<file path="config.mk">
export PLATFORM = sky130hd
export DESIGN_NAME = alu_stream_pipe_flat
export DESIGN_NICKNAME = d
export VERILOG_FILES = /design/src/rtl/alu_stream_pipe_if.sv /design/src/rtl/alu_stream_pipe.sv /design/src/flat_wrapper.sv
export SDC_FILE = /design/constraint.sdc
export NUM_CORES = 1
export LEC_CHECK = 0
export CAP_MARGIN = 5
export CORE_ASPECT_RATIO = 1.5
export CORE_MARGIN = 5
export CORE_UTILIZATION = 50
export CTS_BUF_LIST = sky130_fd_sc_hd__clkbuf_16
export DETAILED_ROUTE_END_ITERATION = 10
export HOLD_SLACK_MARGIN = 0.08
export PLACE_DENSITY = 0.7
export SYNTH_ARGS = -nofsm -noshare
export SYNTH_HDL_FRONTEND = slang
export SYNTH_SLANG_ARGS = --single-unit
</file>
<file path="constraint.sdc">
create_clock -name clk -period 10.97 [get_ports clk]
set_clock_uncertainty 0.1 [all_clocks]
set_input_delay 2.7425 -clock clk [delete_from_list [all_inputs] [get_ports clk]]
set_output_delay 2.7425 -clock clk [all_outputs]
set_load 0.05 [all_outputs]
</file>
<file path="src/rtl/alu_stream_pipe_if.sv">
// Command/result stream bundle for alu_stream_pipe: valid/ready on both sides
// plus occupancy counts for each FIFO.
interface alu_stream_pipe_if #(
    parameter int DATA_W = 4,
    parameter int DEPTH  = 8
);
    localparam int RES_W = 2 * DATA_W + 1;
    localparam int CMD_W = 2 * DATA_W + 2;
    localparam int CNT_W = $clog2(DEPTH) + 1;

    logic             in_valid;
    logic             in_ready;
    logic [CMD_W-1:0] in_data;
    logic             out_valid;
    logic             out_ready;
    logic [RES_W-1:0] out_data;
    logic             out_err;
    logic [CNT_W-1:0] in_count;
    logic [CNT_W-1:0] out_count;

    modport master (
        output in_valid, in_data, out_ready,
        input  in_ready, out_valid, out_data, out_err, in_count, out_count
    );

    modport slave (
        input  in_valid, in_data, out_ready,
        output in_ready, out_valid, out_data, out_err, in_count, out_count
    );
endinterface

</file>
<file path="src/rtl/alu_stream_pipe.sv">
// Streaming ALU: command FIFO -> multi-cycle add/sub/mul/div engine -> result FIFO.
// Results leave in command order; divide-by-zero is flagged alongside the result.

module alu_stream_pipe_fifo #(
    parameter int W     = 8,
    parameter int DEPTH = 8
) (
    input  logic                       clk,
    input  logic                       reset,
    input  logic                       push,
    input  logic [W-1:0]               wdata,
    input  logic                       pop,
    output logic [W-1:0]               rdata,
    output logic [$clog2(DEPTH):0]     count,
    output logic                       full,
    output logic                       not_empty
);
    localparam int PTR_W = $clog2(DEPTH);
    localparam int CNT_W = PTR_W + 1;

    logic [W-1:0]     mem [DEPTH];
    logic [PTR_W-1:0] wr_ptr;
    logic [PTR_W-1:0] rd_ptr;
    logic [CNT_W-1:0] count_d;
    logic             push_ok;
    logic             pop_ok;

    // Flags are registered copies of the count, so a same-cycle pop never frees a slot early.
    assign push_ok = push && !full;
    assign pop_ok  = pop && not_empty;
    assign rdata   = mem[rd_ptr];

    // NOTE: give every always_comb output a default first so no path leaves it unassigned (no latch).
    always_comb begin
        count_d = count;
        case ({push_ok, pop_ok})
            2'b10:   count_d = count + CNT_W'(1);
            2'b01:   count_d = count - CNT_W'(1);
            default: count_d = count;
        endcase
    end

    // NOTE: sequential state uses non-blocking assignments so every register samples pre-edge values.
    always_ff @(posedge clk) begin
        if (reset) begin
            wr_ptr    <= '0;
            rd_ptr    <= '0;
            count     <= '0;
            full      <= 1'b0;
            not_empty <= 1'b0;
        end else begin
            if (push_ok) wr_ptr <= wr_ptr + PTR_W'(1);
            if (pop_ok)  rd_ptr <= rd_ptr + PTR_W'(1);
            count     <= count_d;
            full      <= (count_d == CNT_W'(DEPTH));
            not_empty <= (count_d != '0);
        end
    end

    // NOTE: storage is deliberately not reset; stale entries are unreachable once the count is zero.
    always_ff @(posedge clk) begin
        if (push_ok) mem[wr_ptr] <= wdata;
    end
endmodule

module alu_stream_pipe #(
    parameter int DATA_W     = 4,
    parameter int DEPTH      = 8,
    parameter int MUL_CYCLES = 3,
    parameter int DIV_CYCLES = 3
) (
    input  logic              clk,
    input  logic              reset,
    alu_stream_pipe_if.slave  bus
);
    localparam int RES_W   = 2 * DATA_W + 1;
    localparam int CMD_W   = 2 * DATA_W + 2;
    localparam int MAX_CYC = (MUL_CYCLES > DIV_CYCLES) ? MUL_CYCLES : DIV_CYCLES;
    localparam int CYC_W   = $clog2(MAX_CYC) + 1;

    typedef enum logic [1:0] {OP_ADD = 2'd0, OP_SUB = 2'd1, OP_MUL = 2'd2, OP_DIV = 2'd3} op_t;
    typedef enum logic {IDLE = 1'b0, BUSY = 1'b1} state_t;

    logic [CMD_W-1:0] cmd_data;
    logic             cmd_full;
    logic             cmd_not_empty;
    logic             cmd_pop;

    logic [RES_W:0]   res_rdata;
    logic             res_full;
    logic             res_not_empty;
    logic             res_push;
    logic [RES_W-1:0] res_val;
    logic             res_err;

    state_t           state_q;
    state_t           state_d;
    logic [CYC_W-1:0] cnt_q;
    logic [CYC_W-1:0] cnt_d;
    logic [CYC_W-1:0] cnt_load;
    logic [DATA_W-1:0] a_q;
    logic [DATA_W-1:0] b_q;
    op_t               op_q;

    alu_stream_pipe_fifo #(.W(CMD_W), .DEPTH(DEPTH)) cmd_fifo (
        .clk       (clk),
        .reset     (reset),
        .push      (bus.in_valid),
        .wdata     (bus.in_data),
        .pop       (cmd_pop),
        .rdata     (cmd_data),
        .count     (bus.in_count),
        .full      (cmd_full),
        .not_empty (cmd_not_empty)
    );

    alu_stream_pipe_fifo #(.W(RES_W + 1), .DEPTH(DEPTH)) res_fifo (
        .clk       (clk),
        .reset     (reset),
        .push      (res_push),
        .wdata     ({res_err, res_val}),
        .pop       (bus.out_ready),
        .rdata     (res_rdata),
        .count     (bus.out_count),
        .full      (res_full),
        .not_empty (res_not_empty)
    );

    assign bus.in_ready  = !cmd_full;
    assign bus.out_valid = res_not_empty;
    // Head is masked while empty so the port reads zero after reset rather than stale storage.
    assign bus.out_data  = res_not_empty ? res_rdata[RES_W-1:0] : '0;
    assign bus.out_err   = res_not_empty & res_rdata[RES_W];

    // FSM state register.
    always_ff @(posedge clk) begin
        if (reset) begin
            state_q <= IDLE;
            cnt_q   <= '0;
        end else begin
            state_q <= state_d;
            cnt_q   <= cnt_d;
        end
    end

    always_ff @(posedge clk) begin
        if (cmd_pop) {op_q, b_q, a_q} <= cmd_data;
    end

    // FSM outputs: a result leaves only when the registered full flag says there is room.
    always_comb begin
        res_push = (state_q == BUSY) && (cnt_q == '0) && !res_full;
        cmd_pop  = cmd_not_empty && ((state_q == IDLE) || res_push);
        case (op_t'(cmd_data[CMD_W-1 -: 2]))
            OP_MUL:  cnt_load = CYC_W'(MUL_CYCLES - 1);
            OP_DIV:  cnt_load = CYC_W'(DIV_CYCLES - 1);
            default: cnt_load = '0;
        endcase
    end

    // FSM next state: popping reloads the counter even on the cycle a result is pushed.
    always_comb begin
        state_d = state_q;
        cnt_d   = cnt_q;
        if (cmd_pop) begin
            state_d = BUSY;
            cnt_d   = cnt_load;
        end else if (res_push) begin
            state_d = IDLE;
        end else if ((state_q == BUSY) && (cnt_q != '0)) begin
            cnt_d = cnt_q - CYC_W'(1);
        end
    end

    // The operands are held for the whole BUSY period, so the arithmetic is a plain multicycle path.
    always_comb begin
        res_val = '0;
        res_err = 1'b0;
        case (op_q)
            OP_ADD: res_val = RES_W'(a_q) + RES_W'(b_q);
            OP_SUB: res_val = RES_W'(a_q) - RES_W'(b_q);
            OP_MUL: res_val = RES_W'(a_q) * RES_W'(b_q);
            OP_DIV: begin
                if (b_q == '0) begin
                    res_val = '1;
                    res_err = 1'b1;
                end else begin
                    res_val = RES_W'(a_q / b_q);
                end
            end
            default: res_val = '0;
        endcase
    end
endmodule
</file>
<file path="src/flat_wrapper.sv">
// flat-port wrapper written by rule: the top's interface ports become plain ports
module alu_stream_pipe_flat 
#(
    parameter int DATA_W     = 4,
    parameter int DEPTH      = 8,
    parameter int MUL_CYCLES = 3,
    parameter int DIV_CYCLES = 3
)
  (clk, reset, bus_in_valid, bus_in_data, bus_out_ready, bus_in_ready, bus_out_valid, bus_out_data, bus_out_err, bus_in_count, bus_out_count);
  alu_stream_pipe_if #(.DATA_W(DATA_W), .DEPTH(DEPTH)) bus_i ();
  input  logic clk;
  input  logic reset;
  input wire logic [$bits(bus_i.in_valid)-1:0] bus_in_valid;
  input wire logic [$bits(bus_i.in_data)-1:0] bus_in_data;
  input wire logic [$bits(bus_i.out_ready)-1:0] bus_out_ready;
  output wire logic [$bits(bus_i.in_ready)-1:0] bus_in_ready;
  output wire logic [$bits(bus_i.out_valid)-1:0] bus_out_valid;
  output wire logic [$bits(bus_i.out_data)-1:0] bus_out_data;
  output wire logic [$bits(bus_i.out_err)-1:0] bus_out_err;
  output wire logic [$bits(bus_i.in_count)-1:0] bus_in_count;
  output wire logic [$bits(bus_i.out_count)-1:0] bus_out_count;
  assign bus_i.in_valid = bus_in_valid;
  assign bus_i.in_data = bus_in_data;
  assign bus_i.out_ready = bus_out_ready;
  assign bus_in_ready = bus_i.in_ready;
  assign bus_out_valid = bus_i.out_valid;
  assign bus_out_data = bus_i.out_data;
  assign bus_out_err = bus_i.out_err;
  assign bus_in_count = bus_i.in_count;
  assign bus_out_count = bus_i.out_count;
  alu_stream_pipe #(.DATA_W(DATA_W), .DEPTH(DEPTH), .MUL_CYCLES(MUL_CYCLES), .DIV_CYCLES(DIV_CYCLES)) u_core (.clk(clk), .reset(reset), .bus(bus_i));
endmodule
</file>
==> metrics.txt, run 1 <==
worst-margin pin slew between 1 and 1.5 ns; Final period util 0.980; DRT Wirelength 21300 um; status finished clean; Skew-Pair Late Insertion Delay 0.49 ns; row count 64; port bufs 33; Hold Slack between 0.3 and 0.4 ns; Post-synth EDFFs 170; Mapped Cells between 700 and 800; Final min period between 10 and 15 ns; Antenna diodes 0; routed vias/inst around 5.8; multi-input logic area 4610 sq um; antenna violations before repair 0; CP endpoint u_core.res_fifo.mem[0][0]$_DFFE_PP_; Hold Fails Final Rpt 0; H-tree depth 1; effective utilization at floorplan 0.507; CP endpoint kind flop; height of the die roughly 190 um; list of most frequent post-synthesis cells edfxtp_1, ha_1, nor2_1, inv_1, mux4_2; vias after detailed routing 6386; WS Path Type flop to flop; Worst Setup SP u_core.b_q[0]$_DFFE_PP_; Clock transition at path regs 0.07 ns; top-count cell post-synth edfxtp_1; Core Area 20300 sq um; Setup crit start kind flop; max incr delay on CP approximately 0.55 ns; FILL cells roughly 1600; WHS Path Cells 2; pre-CTS setup slack -0.411 ns; Post-synth ARST share 0; slowest stage cell, crit path or4b_4; Layout area overhead 18.0%; vias in the first global route about 7000; reg-to-reg slack, setup roughly 0.22 ns; post-synthesis area per instance between 10 and 15 sq um; DRT iter0 DRCs about 290; Max Cap Viol 0; CTS Root Cell clkbuf_16; global-route wire length before repair ~34000 um; Fmax about 93 MHz; top-area cell type share of the netlist area 0.495; r2r endpoint u_core.res_fifo.mem[0][0]$_DFFE_PP_; synth unique cells slightly above 70; post-layout util 0.598; r2r startpoint u_core.b_q[0]$_DFFE_PP_; register area 5790 sq um; HPWL Detailed between 10000 and 15000 um; worst path required time about 11 ns; # IOs 34; Post-DRT Antenna Nets 0; Pre-Repair DR Iteration Count 4; Total GRT Usage 0.181; post-synthesis register bit count approximately 200; Slew Limit Fails 0; Congestion Overflow GR 0; CP most frequent cell ha_4; Setup WS post-layout around 0.22 ns; WP data arrival ~11 ns; average wire per standard cell around 19 um; Layout Nets a little over 900; synth top area cells edfxtp_1, mux4_2, ha_1; largest net degree at the start of global routing 29; DRC 0; Crit Path Max Fanout 8; TritonCTS clock tree built; area of the mapped netlist between 10000 and 15000 sq um; relative slew slack 0.230; clock tree buffer depth 3; CTS Hold Buffers Added 0; Sink Count between 200 and 250; sequential share of the synthesized area 0.561; DIE WIDTH 127 um; worst reg2reg path depth 49; DIE AREA about 24000 sq um; Ys Warns 0; gpl congestion slightly above 0.9; ratio of cells with drive above 1 in the final layout 0.226; area leader, netlist edfxtp_1; CTS Buf Count 19; placed cell areas between 10000 and 15000 sq um; Final setup viols 0; HP Class flop to flop; Final Instance Area approximately 12000 sq um; RSZ-0062 raised after global routing true; top_reg_cell synth edfxtp_1
==> state kept, by name (all words and copies together) (netlist names), 2 cells and up, named ones only <==
name	flops
u_core.cmd_fifo.rd_ptr	3
u_core.a_q	4
u_core.cmd_fifo.count	4
u_core.res_fifo.count	4
u_core.b_q	4
u_core.cmd_fifo.mem	80
u_core.res_fifo.wr_ptr	3
u_core.op_q	2
u_core.res_fifo.rd_ptr	3
u_core.cnt_q	3
u_core.cmd_fifo.wr_ptr	3
u_core.res_fifo.mem	80
==> area by class of cell <==
type | instances | share of cell area
clock inverter | 15 | 0.00792
tap | 264 | 0.0272
timing repair buffer | 80 | 0.0568
sequential | 204 | 0.476
inverter | 46 | 0.0142
multi-input combinational | 480 | 0.379
clock buffer | 19 | 0.0391
==> layer usage <==
metal	up-vias	track usage	wire length [um]
met2	129	0.353	12000
met1	3223	0.196	7730
met3	59	0.0224	654
met4	0	0.0708	905
met5	-	0	0
li1	2975	-	-
==> through the flow <==
step,cells,TNS (ns)
after floorplan,749,0
after global placement,1042,0
final,1108,0
after CTS,1085,0
after global routing,1108,-1.24
after detailed placement,1042,-3.29
==> worst max-delay path: cells and delay by family, from the launching register on <==
| family | cells | cell delay [ns] |
|---|---|---|
| and+or+nand+nor | 13 | 2.28 |
| muxes | 3 | 0.99 |
| adders and majority gates | 8 | 1.75 |
| buffers and inverters | 2 | 0.24 |
| AOI/OAI and AO/OA | 23 | 4.70 |
| DFF | 1 | 0.41 |
==> what timing repair did <==
action	4_1_cts	5_1_grt
buffers inserted	9	23
endpoints found under the setup margin	8	8
pin swaps	12	34
resized for setup	17	25
==> cell families (layout without fill, tap and decap cells) <==
| family | count (synthesis) | in the layout | share of synthesized area |
|---|---|---|---|
| DFF | 204 | 204 | 0.561 |
| muxes | 76 | 76 | 0.127 |
| AOI/OAI and AO/OA | 114 | 114 | 0.0783 |
| adders and majority gates | 73 | 73 | 0.0944 |
| other | 1 | 5 | 0.000364 |
| xor gates and xnor gates | 31 | 31 | 0.0263 |
| buffers and inverters | 65 | 160 | 0.0240 |
| and+or+nand+nor | 181 | 181 | 0.0884 |
==> worst min-delay path by stage <==
stage,start,slack (ns),to
CTS,u_core.cmd_fifo.not_empty$_SDFF_PP0_,0.39,u_core.state_q$_SDFFE_PP0P_
global route,u_core.cmd_fifo.not_empty$_SDFF_PP0_,0.42,u_core.state_q$_SDFFE_PP0P_
floorplan,u_core.cmd_fifo.not_empty$_SDFF_PP0_,0.33,u_core.state_q$_SDFFE_PP0P_
finish,u_core.cmd_fifo.not_empty$_SDFF_PP0_,0.38,u_core.state_q$_SDFFE_PP0P_
global placement,u_core.cmd_fifo.not_empty$_SDFF_PP0_,0.36,u_core.state_q$_SDFFE_PP0P_
detailed placement,u_core.cmd_fifo.not_empty$_SDFF_PP0_,0.38,u_core.state_q$_SDFFE_PP0P_
==> cells in the final DEF (no fill, tap or decap), drive strengths merged, types with 5 or more instances in the layout <==
| cell type | synthesis | layout |
|---|---|---|
| mux2 | 21 | 21 |
| a31oi | 5 | 5 |
| nor3 | 19 | 19 |
| nand2 | 36 | 36 |
| nor2 | 65 | 65 |
| buf | 6 | 47 |
| a21o | 13 | 13 |
| fa | 8 | 8 |
| o21ai | 19 | 19 |
| a211oi | 6 | 6 |
| clkdlybuf4s50 | 0 | 33 |
| xnor2 | 15 | 15 |
| xor2 | 16 | 16 |
| dfxtp | 34 | 34 |
| nor2b | 16 | 16 |
| mux2i | 15 | 15 |
| clkinv | 0 | 5 |
| or3 | 6 | 6 |
| inv | 46 | 55 |
| conb | 1 | 5 |
| o21a | 9 | 9 |
| mux4 | 40 | 40 |
| clkbuf | 13 | 19 |
| edfxtp | 170 | 170 |
| nand2b | 9 | 9 |
| a21oi | 33 | 33 |
| ha | 65 | 65 |
Power of run 1 is left out: the tool's default activity adds up to more than one toggle a clock period on the data nets, which glitch-free logic cannot reach.
==> run 2, diff against run 1 <==
- CORE_UTILIZATION: 50 -> 56
- PLACE_DENSITY: 0.7 -> 0.77
==> metrics.txt, run 2 (same netlist as run 1, synthesis figures left out) <==
Hold Slack 0.400 ns (was 0.381 ns); CTS Root Cell clkbuf_16 (unchanged); Sink Count 204 (unchanged); Post-DRT Antenna Nets 0 (unchanged); reg-to-reg slack, setup 0.30 ns (was 0.22 ns); Worst Path Buf+Inv 3 (was 2); # IOs 34 (unchanged); worst path required time 11.07 ns (was 11.08 ns); Final setup viols 0 (unchanged); Pre-Repair DR Iteration Count 4 (unchanged); Final TNS setup 0 ns (unchanged); RSZ-0062 raised after global routing true (unchanged); r2r startpoint u_core.b_q[0]$_DFFE_PP_ (unchanged); DIE AREA 21300 sq um (was 23700 sq um); Core Area 18000 sq um (was 20300 sq um); HPWL Detailed 14600 um (was 14900 um); gpl congestion 0.906 (was 0.910); Layout area overhead 17.8% (was 18.0%); global-route wire length before repair 34800 um (was 34200 um); DRT iter0 DRCs 311 (was 286); DIE WIDTH 121 um (was 127 um); Final period util 0.973 (was 0.980); WP data arrival 10.77 ns (was 10.87 ns); status finished clean (unchanged); Setup crit start kind flop (unchanged); average wire per standard cell 20.7 um (was 19.2 um); CTS Buf Count 19 (unchanged); commonest non-fill, non-tap cell in the layout edfxtp_1 (unchanged); vias after detailed routing 6408 (was 6386); clock tree buffer depth 3 (unchanged); Total GRT Usage 0.208 (was 0.181); TritonCTS clock tree built (unchanged); placed cell count 995 (was 1042); commonest cells after routing, fill and taps aside edfxtp_1, nor2_1, ha_1 (unchanged); height of the die 176 um (was 186 um); H-tree depth 1 (unchanged); slowest stage cell, crit path or4b_4 (unchanged); HP Class flop to flop (unchanged); Fmax 93.7 MHz (was 93.0 MHz); Worst Setup SP u_core.b_q[0]$_DFFE_PP_ (unchanged); effective utilization at floorplan 0.572 (was 0.507); worst-margin pin slew 1.13 ns (was 1.15 ns); Crit Path Max Fanout 8 (unchanged); row count 60 (was 64); Layout Nets 918 (unchanged); Slew Limit Fails 0 (unchanged); Max Cap Viol 0 (unchanged); Final min period 10.67 ns (was 10.75 ns); Largest delay share family, worst path compound AO/OA/AOI/OAI gates (unchanged); Clock transition at path regs 0.06 ns (was 0.07 ns); routed vias/inst 6.04 (was 5.76); vias in the first global route 6724 (was 6814); largest net degree at the start of global routing 29 (unchanged); Hold Fails Final Rpt 0 (unchanged); largest registers u_core.cmd_fifo.mem x80, u_core.res_fifo.mem x80 (unchanged); ratio of cells with drive above 1 in the final layout 0.236 (was 0.226); CP most frequent cell ha_4 (unchanged); Non-Filler Instances 1061 (was 1108); WS Path Type flop to flop (unchanged); antenna violations before repair 0 (unchanged); port bufs 33 (unchanged); Skew-Pair Late Insertion Delay 0.49 ns (about the same); Antenna diodes 0 (unchanged); DRT Wirelength 22000 um (was 21300 um); relative slew slack 0.241 (was 0.230); max incr delay on CP 0.55 ns (about the same); DRC 0 (unchanged); Min-Delay Startpoint u_core.res_fifo.wr_ptr[0]$_SDFFE_PP0P_ (was u_core.cmd_fifo.not_empty$_SDFF_PP0_); CP endpoint kind flop (unchanged); Congestion Overflow GR 0 (unchanged)
==> run 2: cell count changes in the layout (fill, tap and decap cells not counted), moves of 2 or more <==
cell | before | now
ha_1 | 56 | 53
ha_4 | 9 | 12
a21oi_2 | 3 | 5
clkinv_1 | 4 | 2
clkinv_2 | 1 | 3
inv_2 | 5 | 7
==> run 2: path summary, 6_finish.rpt <==
kind                                       endpoint  cells after the start
max reg2reg     u_core.res_fifo.mem[4][0]$_DFFE_PP_                     49
min reg2reg  u_core.res_fifo.wr_ptr[0]$_SDFFE_PP0P_                      2
max             u_core.res_fifo.mem[4][0]$_DFFE_PP_                     49
min          u_core.res_fifo.wr_ptr[0]$_SDFFE_PP0P_                      2
==> run 2: metal layers <==
metal	GRT usage	part of all wire	up-vias
met5	0	0	-
met4	0.0671	0.031	0
met3	0.0260	0.035	50
met2	0.406	0.57	157
met1	0.229	0.36	3225
li1	-	-	2976
==> run 2: tightest hold or removal path: stages (launching register included) <==
cell and delay (ns):
dfxtp_1 0.33, nand2_1 0.06, a21oi_1 0.05
==> run 2: stage by stage <==
step           area [sq um]  worst slack [ns]   util
5_1_grt               12100            -0.160  0.674
6_report              12100             0.299  0.674
2_1_floorplan         10400            0.0432      -
3_5_place_dp          11000            -0.387  0.613
3_3_place_gp          11000            0.0961  0.613
4_1_cts               11800            0.0130  0.653
==> run 2: what timing repair did <==
action | CTS | global route
resized for setup | 11 | 36
pin swaps | 11 | 33
buffers inserted | 9 | 23
hold buffers | 0 | 0
setup endpoints to repair | 8 | 8
==> run 2: area by class of cell <==
type | instances | area [sq um]
Clock buffer | 20 | 500
Clock inverter | 14 | 68.8
Fill cell | 1211 | 5870
Inverter | 46 | 173
Multi-Input combinational cell | 480 | 4660
Sequential cell | 204 | 5790
Tap cell | 217 | 272
Timing Repair Buffer | 80 | 687
Power of run 2 is left out for the same reason.
==> run 3, diff against run 2 <==
- CAP_MARGIN: 5 -> 0
==> results of run 3 <==
Final layout, timing and power as in run 2 (identical DEF).
Power of run 3 is left out for the same reason.
